[config.mk]
export PLATFORM = sky130hd
export DESIGN_NAME = timer_evt_queue
export DESIGN_NICKNAME = d
export VERILOG_FILES = /design/src/rtl/timer_evt_queue_pkg.sv /design/src/rtl/timer_evt_queue_fifo.sv /design/src/rtl/timer_evt_queue.sv
export SDC_FILE = /design/constraint.sdc
export NUM_CORES = 1
export LEC_CHECK = 0
export ABC_AREA = 1
export BUFFER_PORTS_ARGS = -buffer_cell sky130_fd_sc_hd__buf_4
export CORE_ASPECT_RATIO = 1.1
export CORE_MARGIN = 2
export CORE_UTILIZATION = 60
export CTS_CLUSTER_DIAMETER = 80
export DETAILED_ROUTE_END_ITERATION = 6
export MAX_ROUTING_LAYER = met4
export PLACE_DENSITY = 0.89
export SYNTH_ARGS = -nofsm -noshare
export SYNTH_HDL_FRONTEND = slang
export SYNTH_SLANG_ARGS = --single-unit
[constraint.sdc]
create_clock -name clk -period 4.9 [get_ports clk]
set_input_delay 0.49 -clock clk [delete_from_list [all_inputs] [get_ports clk]]
set_output_delay 0.49 -clock clk [all_outputs]
set_load 0.005 [all_outputs]
[src/rtl/timer_evt_queue_pkg.sv]
// Shared types and helpers for the timer event queue.
// Optional timestamp support is enabled by defining TIMER_EVT_TIMESTAMP_EN;
// without it the FIFO entry carries only the timer ID.
package timer_evt_pkg;

  // Width of the free-running global count used for event stamps
  localparam int CNT_W    = 10;
  // Widest ID ever needed (TIMER_NUM is limited to 32)
  localparam int ID_MAX_W = 5;

  // Bits needed to encode n timer indices, never less than one
  function automatic int id_width(input int n);
    return (n <= 1) ? 1 : $clog2(n);
  endfunction

  // One queued event: timer index plus, optionally, its capture stamp
  typedef struct packed {
    logic [ID_MAX_W-1:0] id;
`ifdef TIMER_EVT_TIMESTAMP_EN
    logic [CNT_W-1:0]    ts;
`endif
  } evt_entry_t;

  // FIFO occupancy class, derived from the level counter
  typedef enum logic [1:0] {
    FIFO_EMPTY   = 2'd0,
    FIFO_PARTIAL = 2'd1,
    FIFO_FULL    = 2'd2
  } fifo_state_t;

endpackage

[src/rtl/timer_evt_queue_fifo.sv]
// Synchronous FIFO of evt_entry_t with occupancy output.
// Entry layout depends on TIMER_EVT_TIMESTAMP_EN (see package).
// A push while full is dropped even if a pop happens in the same cycle.
module timer_evt_fifo
  import timer_evt_pkg::*;
#(
  parameter  int DEPTH = 4,
  localparam int AW    = $clog2(DEPTH),
  localparam int LW    = AW + 1
) (
  input  logic          clk,
  input  logic          rst_n,
  input  logic          push,
  input  evt_entry_t    push_data,
  input  logic          pop,
  output evt_entry_t    head,
  output logic          valid,
  output logic          full,
  output logic [LW-1:0] level
);

  evt_entry_t    mem [DEPTH];
  logic [AW-1:0] wr_ptr_reg;
  logic [AW-1:0] rd_ptr_reg;
  logic [LW-1:0] level_reg;
  fifo_state_t   state;
  logic          do_push;
  logic          do_pop;

  // Classify occupancy from the registered level
  always_comb begin
    state = FIFO_PARTIAL;
    if (level_reg == '0)
      state = FIFO_EMPTY;
    else if (level_reg == LW'(DEPTH))
      state = FIFO_FULL;
  end

  assign valid   = (state != FIFO_EMPTY);
  assign full    = (state == FIFO_FULL);
  assign do_push = push & ~full;
  assign do_pop  = pop & valid;
  assign level   = level_reg;

  // Head is zero when empty so the ID/stamp outputs read 0 out of reset
  assign head = valid ? mem[rd_ptr_reg] : '0;

  // Pointers and occupancy; pointers wrap naturally at the power-of-two depth
  always_ff @(posedge clk or negedge rst_n) begin
    if (!rst_n) begin
      wr_ptr_reg <= '0;
      rd_ptr_reg <= '0;
      level_reg  <= '0;
    end else begin
      if (do_push) wr_ptr_reg <= wr_ptr_reg + 1'b1;
      if (do_pop)  rd_ptr_reg <= rd_ptr_reg + 1'b1;
      case ({do_push, do_pop})
        2'b10:   level_reg <= level_reg + 1'b1;
        2'b01:   level_reg <= level_reg - 1'b1;
        default: level_reg <= level_reg;
      endcase
    end
  end

  // Storage array, written only on an accepted push
  always_ff @(posedge clk) begin
    if (do_push) mem[wr_ptr_reg] <= push_data;
  end

endmodule

[src/rtl/timer_evt_queue.sv]
// Timer event queue: turns timer expiry rising edges into sticky pending
// events, arbitrates them round-robin into an ID FIFO and hands IDs to a
// consumer over valid/ready. Defining TIMER_EVT_TIMESTAMP_EN adds the
// global_cnt input and the evt_ts output carrying each event's capture stamp.
module timer_evt_queue
  import timer_evt_pkg::*;
#(
  parameter  int TIMER_NUM  = 5,
  parameter  int FIFO_DEPTH = 4,
  localparam int ID_W       = id_width(TIMER_NUM),
  localparam int LVL_W      = $clog2(FIFO_DEPTH) + 1
) (
  input  logic                 clk,
  input  logic                 rst_n,
  input  logic [TIMER_NUM-1:0] time_out,
  output logic                 evt_valid,
  output logic [ID_W-1:0]      evt_id,
  input  logic                 evt_ready,
  output logic [TIMER_NUM-1:0] pending,
  output logic [TIMER_NUM-1:0] overrun,
  input  logic                 clr_overrun,
  output logic [LVL_W-1:0]     fifo_level
`ifdef TIMER_EVT_TIMESTAMP_EN
  ,
  input  logic [CNT_W-1:0]     global_cnt,
  output logic [CNT_W-1:0]     evt_ts
`endif
);

  logic [TIMER_NUM-1:0] prev_reg;
  logic [TIMER_NUM-1:0] pending_reg;
  logic [TIMER_NUM-1:0] overrun_reg;
  logic [ID_W-1:0]      rr_ptr_reg;
  logic [TIMER_NUM-1:0] rise;
  logic [TIMER_NUM-1:0] pending_next;
  logic [TIMER_NUM-1:0] overrun_next;
  logic [TIMER_NUM-1:0] grant_vec;
  logic [ID_W-1:0]      grant_id;
  logic                 grant_any;
  logic                 fifo_full;
  logic                 fifo_valid;
  logic                 pop;
  evt_entry_t           push_entry;
  evt_entry_t           head_entry;
  logic                 unused_id_bits;

  // Per-timer edge detect and pending/overrun next-state
  generate
    for (genvar gi = 0; gi < TIMER_NUM; gi++) begin : g_evt
      assign rise[gi] = time_out[gi] & ~prev_reg[gi];
      // A grant frees the slot; a same-cycle edge re-arms it as a new event
      assign pending_next[gi] = rise[gi] | (pending_reg[gi] & ~grant_vec[gi]);
      // Only an edge that lands on a still-pending, ungranted event is merged
      assign overrun_next[gi] = (rise[gi] & pending_reg[gi] & ~grant_vec[gi])
                              | (overrun_reg[gi] & ~clr_overrun);
    end
  endgenerate

  // Round-robin search from rr_ptr, only while the FIFO has room
  always_comb begin
    int              idx;
    logic [ID_W-1:0] idx_v;
    idx       = 0;
    idx_v     = '0;
    grant_any = 1'b0;
    grant_id  = '0;
    grant_vec = '0;
    if (!fifo_full) begin
      for (int k = 0; k < TIMER_NUM; k++) begin
        idx = int'(rr_ptr_reg) + k;
        if (idx >= TIMER_NUM) idx = idx - TIMER_NUM;
        idx_v = ID_W'(idx);
        if (!grant_any && pending_reg[idx_v]) begin
          grant_any        = 1'b1;
          grant_id         = idx_v;
          grant_vec[idx_v] = 1'b1;
        end
      end
    end
  end

  // History, pending, overrun and round-robin pointer registers
  always_ff @(posedge clk or negedge rst_n) begin
    if (!rst_n) begin
      prev_reg    <= '0;
      pending_reg <= '0;
      overrun_reg <= '0;
      rr_ptr_reg  <= '0;
    end else begin
      prev_reg    <= time_out;
      pending_reg <= pending_next;
      overrun_reg <= overrun_next;
      if (grant_any)
        rr_ptr_reg <= (grant_id == ID_W'(TIMER_NUM - 1)) ? '0 : grant_id + 1'b1;
    end
  end

`ifdef TIMER_EVT_TIMESTAMP_EN
  logic [CNT_W-1:0] ts_reg [TIMER_NUM];

  // Stamp a timer on a fresh event; merged edges keep the original stamp
  generate
    for (genvar gi = 0; gi < TIMER_NUM; gi++) begin : g_ts
      // Capture global_cnt when the edge starts a new event for this timer
      always_ff @(posedge clk or negedge rst_n) begin
        if (!rst_n)
          ts_reg[gi] <= '0;
        else if (rise[gi] & (~pending_reg[gi] | grant_vec[gi]))
          ts_reg[gi] <= global_cnt;
      end
    end
  endgenerate
`endif

  // Build the FIFO entry for the granted timer
  always_comb begin
    push_entry    = '0;
    push_entry.id = ID_MAX_W'(grant_id);
`ifdef TIMER_EVT_TIMESTAMP_EN
    push_entry.ts = ts_reg[grant_id];
`endif
  end

  assign pop = fifo_valid & evt_ready;

  timer_evt_fifo #(
    .DEPTH     (FIFO_DEPTH)
  ) u_fifo (
    .clk       (clk),
    .rst_n     (rst_n),
    .push      (grant_any),
    .push_data (push_entry),
    .pop       (pop),
    .head      (head_entry),
    .valid     (fifo_valid),
    .full      (fifo_full),
    .level     (fifo_level)
  );

  assign evt_valid      = fifo_valid;
  assign evt_id         = head_entry.id[ID_W-1:0];
  assign unused_id_bits = ^head_entry.id;
  assign pending        = pending_reg;
  assign overrun        = overrun_reg;
`ifdef TIMER_EVT_TIMESTAMP_EN
  assign evt_ts         = head_entry.ts;
`endif

endmodule

==> out/summary.txt <==
status: completed
routed len/inst: 13.9 um
Setup Fix Bufs, Post-CTS: 0
skew final: 0.00525 ns
min Tclk post-route: 4.14 ns
final hold vios: 0
Worst Max-Slew Pin Slew: 0.563 ns
via count: 2710
complex-gate fraction of the synthesized area: 6.21%
Clock Latency Late Sink: 0.29 ns
input/output buffers: 25
Crit path max-delay family: simple AND/OR/NAND/NOR gates
Yosys warning total: 0
unrepaired setup endpoints after global routing: false
Reg clk slew, reported paths: 0.07 ns
aggregate global routing overflow: 0
Top reg by flops: u_fifo.mem
Synth top area share: 21.0%
Synth cell types: 41
most frequent cells in the layout: nand2_1 (107), nor2_1 (44), inv_1 (43)
syn avg cell area: 7.53 um2
worst path required time: 5.07 ns
max reg flops: 12
cells along the critical path: buf_4 > bufinv_8 > ha_1 > inv_1 > fa_1 > nor2_1 > nor2_4 > xor2_2 > nand2_1 > nand3_1 > nand2_1 > nor2_4 > nand2_2 > nor2_2 > o21ai_2 > nand2_4 > ha_1 > inv_1 > fa_1 > a21oi_1 > o21ai_0 > xor2_1
Post-Synth Simple-Gate Area: 41.7%
f_max: 0.241 GHz
Layout Utilization: 70.2%
Starting Density: 63.2%
worst path bufs/invs: 4
initial antenna violation count: 0
GP Congestion: 1.03
drt total wl: 6700 um
Tcrit/Tclk final: 84.6%
largest net degree at the start of global routing: 26
worst reg2reg path startpoint: rr_ptr_reg[0]
Setup TNS: 0 ns
hold_buf cts: 0
post-DP HPWL: 5270 um
Area contributors post-synth: dfrtp_1 (21%), nand2_1 (13%), edfxtp_1 (12%)
Startpoint Class: flip-flop
vias per inst: 5.61
root buffer cell: clkbuf_8
sequential element share of the synthesized area: 33.1%
post-synthesis net count: 422
Setup crit end kind: flip-flop
total of max-cap violations: 0
H-tree depth: 2
ys flop type: dfrtp_1
clock buffer depth: 2
CP max-delay cell: fa_1
DRT Pass-1 Iters: 4
Layout area overhead: 11.1%
Synth Instances: 396
mapped cell area: 2980 um2
area leader, netlist: dfrtp_1
first-pass GRT wire length: 11600 um
max_slew headroom: 62.2%
max-slew violation count: 0
initial drt markers: 217
CP max FO: 16
diodes inserted: 0
setup violators final: 0
slowest stage delay, CP: 0.39 ns
clock sinks: 37
TritonCTS Buffers: 5
Residual DRC: 0
placed insts: 475
Post-CTS Resized: 0
ANT nets after route: 0
commonest non-fill, non-tap cell in the layout: nand2_1
Post-synth EDFFs: 12
Total GRT Usage: 26.9%
share of cells above drive strength 1: 21.3%
Chip Width: 71.2 um
# rows: 26
Arr. time, crit path: 4.31 ns
# nets final: 452
Die ar.: 5550 um2
Crit Path Class: flip-flop to flip-flop
largest family of logic cells by synthesized area: simple AND/OR/NAND/NOR gates
Die Height: 78.0 um
CTS tree: done
Ports: 26
post-layout instance count excluding filler cells: 483
ys async rst share: 67.6%
crit path from: rr_ptr_reg[0]
vias in the first global route: 2614
Post-Synth XOR/XNOR Area: 3.52%
adder-cell share of the synthesized area: 7.63%
HP Class: input pin to async pin
mux cell area share after synthesis: 0%
core area: 4720 um2
Synth Register Bits: 37
[layer usage]
metal	vias up	wire length, um	GRT usage, %
li1	1337	-	-
met1	1286	2930	34.8
met2	79	3320	43.8
met3	8	354	3.25
met4	0	102	8.87
met5	-	0	-
[Yosys cell counts, drive strengths merged (2+ instances only)]
master and instances:
edfxtp 12, nand2 124, nand3b 2, xnor2 2, buf 2, nor3 3
nor2 59, inv 51, nand4 17, nand3 39, fa 2, xor2 7
a21oi 11, dfrtp 25, o21ai 17, ha 15
[path summary, 6_finish.rpt]
kind                                   end  slack (ns)  cells past startpoint
min in group clk               prev_reg[4]        0.31                      1
min reg2reg                     overrun[2]        0.50                      2
max                        u_fifo.level[2]        0.76                     22
max in group asynchronous      prev_reg[2]        4.58                      1
min                          rr_ptr_reg[1]        0.09                      1
max reg2reg                u_fifo.level[2]        0.76                     22
[through the flow]
stage               worst slack, ns  area, um2  hold slack, ns
floorplan                      1.31       2980           0.194
global placement               1.00       3230           0.405
detailed placement            0.792       3230           0.403
CTS                           0.768       3310          0.0888
global route                  0.424       3310           0.101
finish                        0.756       3310          0.0867
[cell type report]
cell class | count | area (um2)
flip-flops and latches | 37 | 986
well taps | 56 | 70.1
clock inverters | 3 | 16.3
clock buffers | 5 | 68.8
fillers | 378 | 1400
multi-input cells | 303 | 1760
repair buffers | 26 | 195
inverters | 53 | 216
[cells by family (layout without fill, tap and decap cells)]
family | after synthesis | in the layout
simple gates | 245 | 245
flops | 37 | 37
buf+inv | 56 | 87
fa+ha+maj | 17 | 17
compound gates | 32 | 32
xor+xnor | 9 | 9
Power is left out: the tool's default activity adds up to more than one toggle a clock period on the data nets, which glitch-free logic cannot reach.
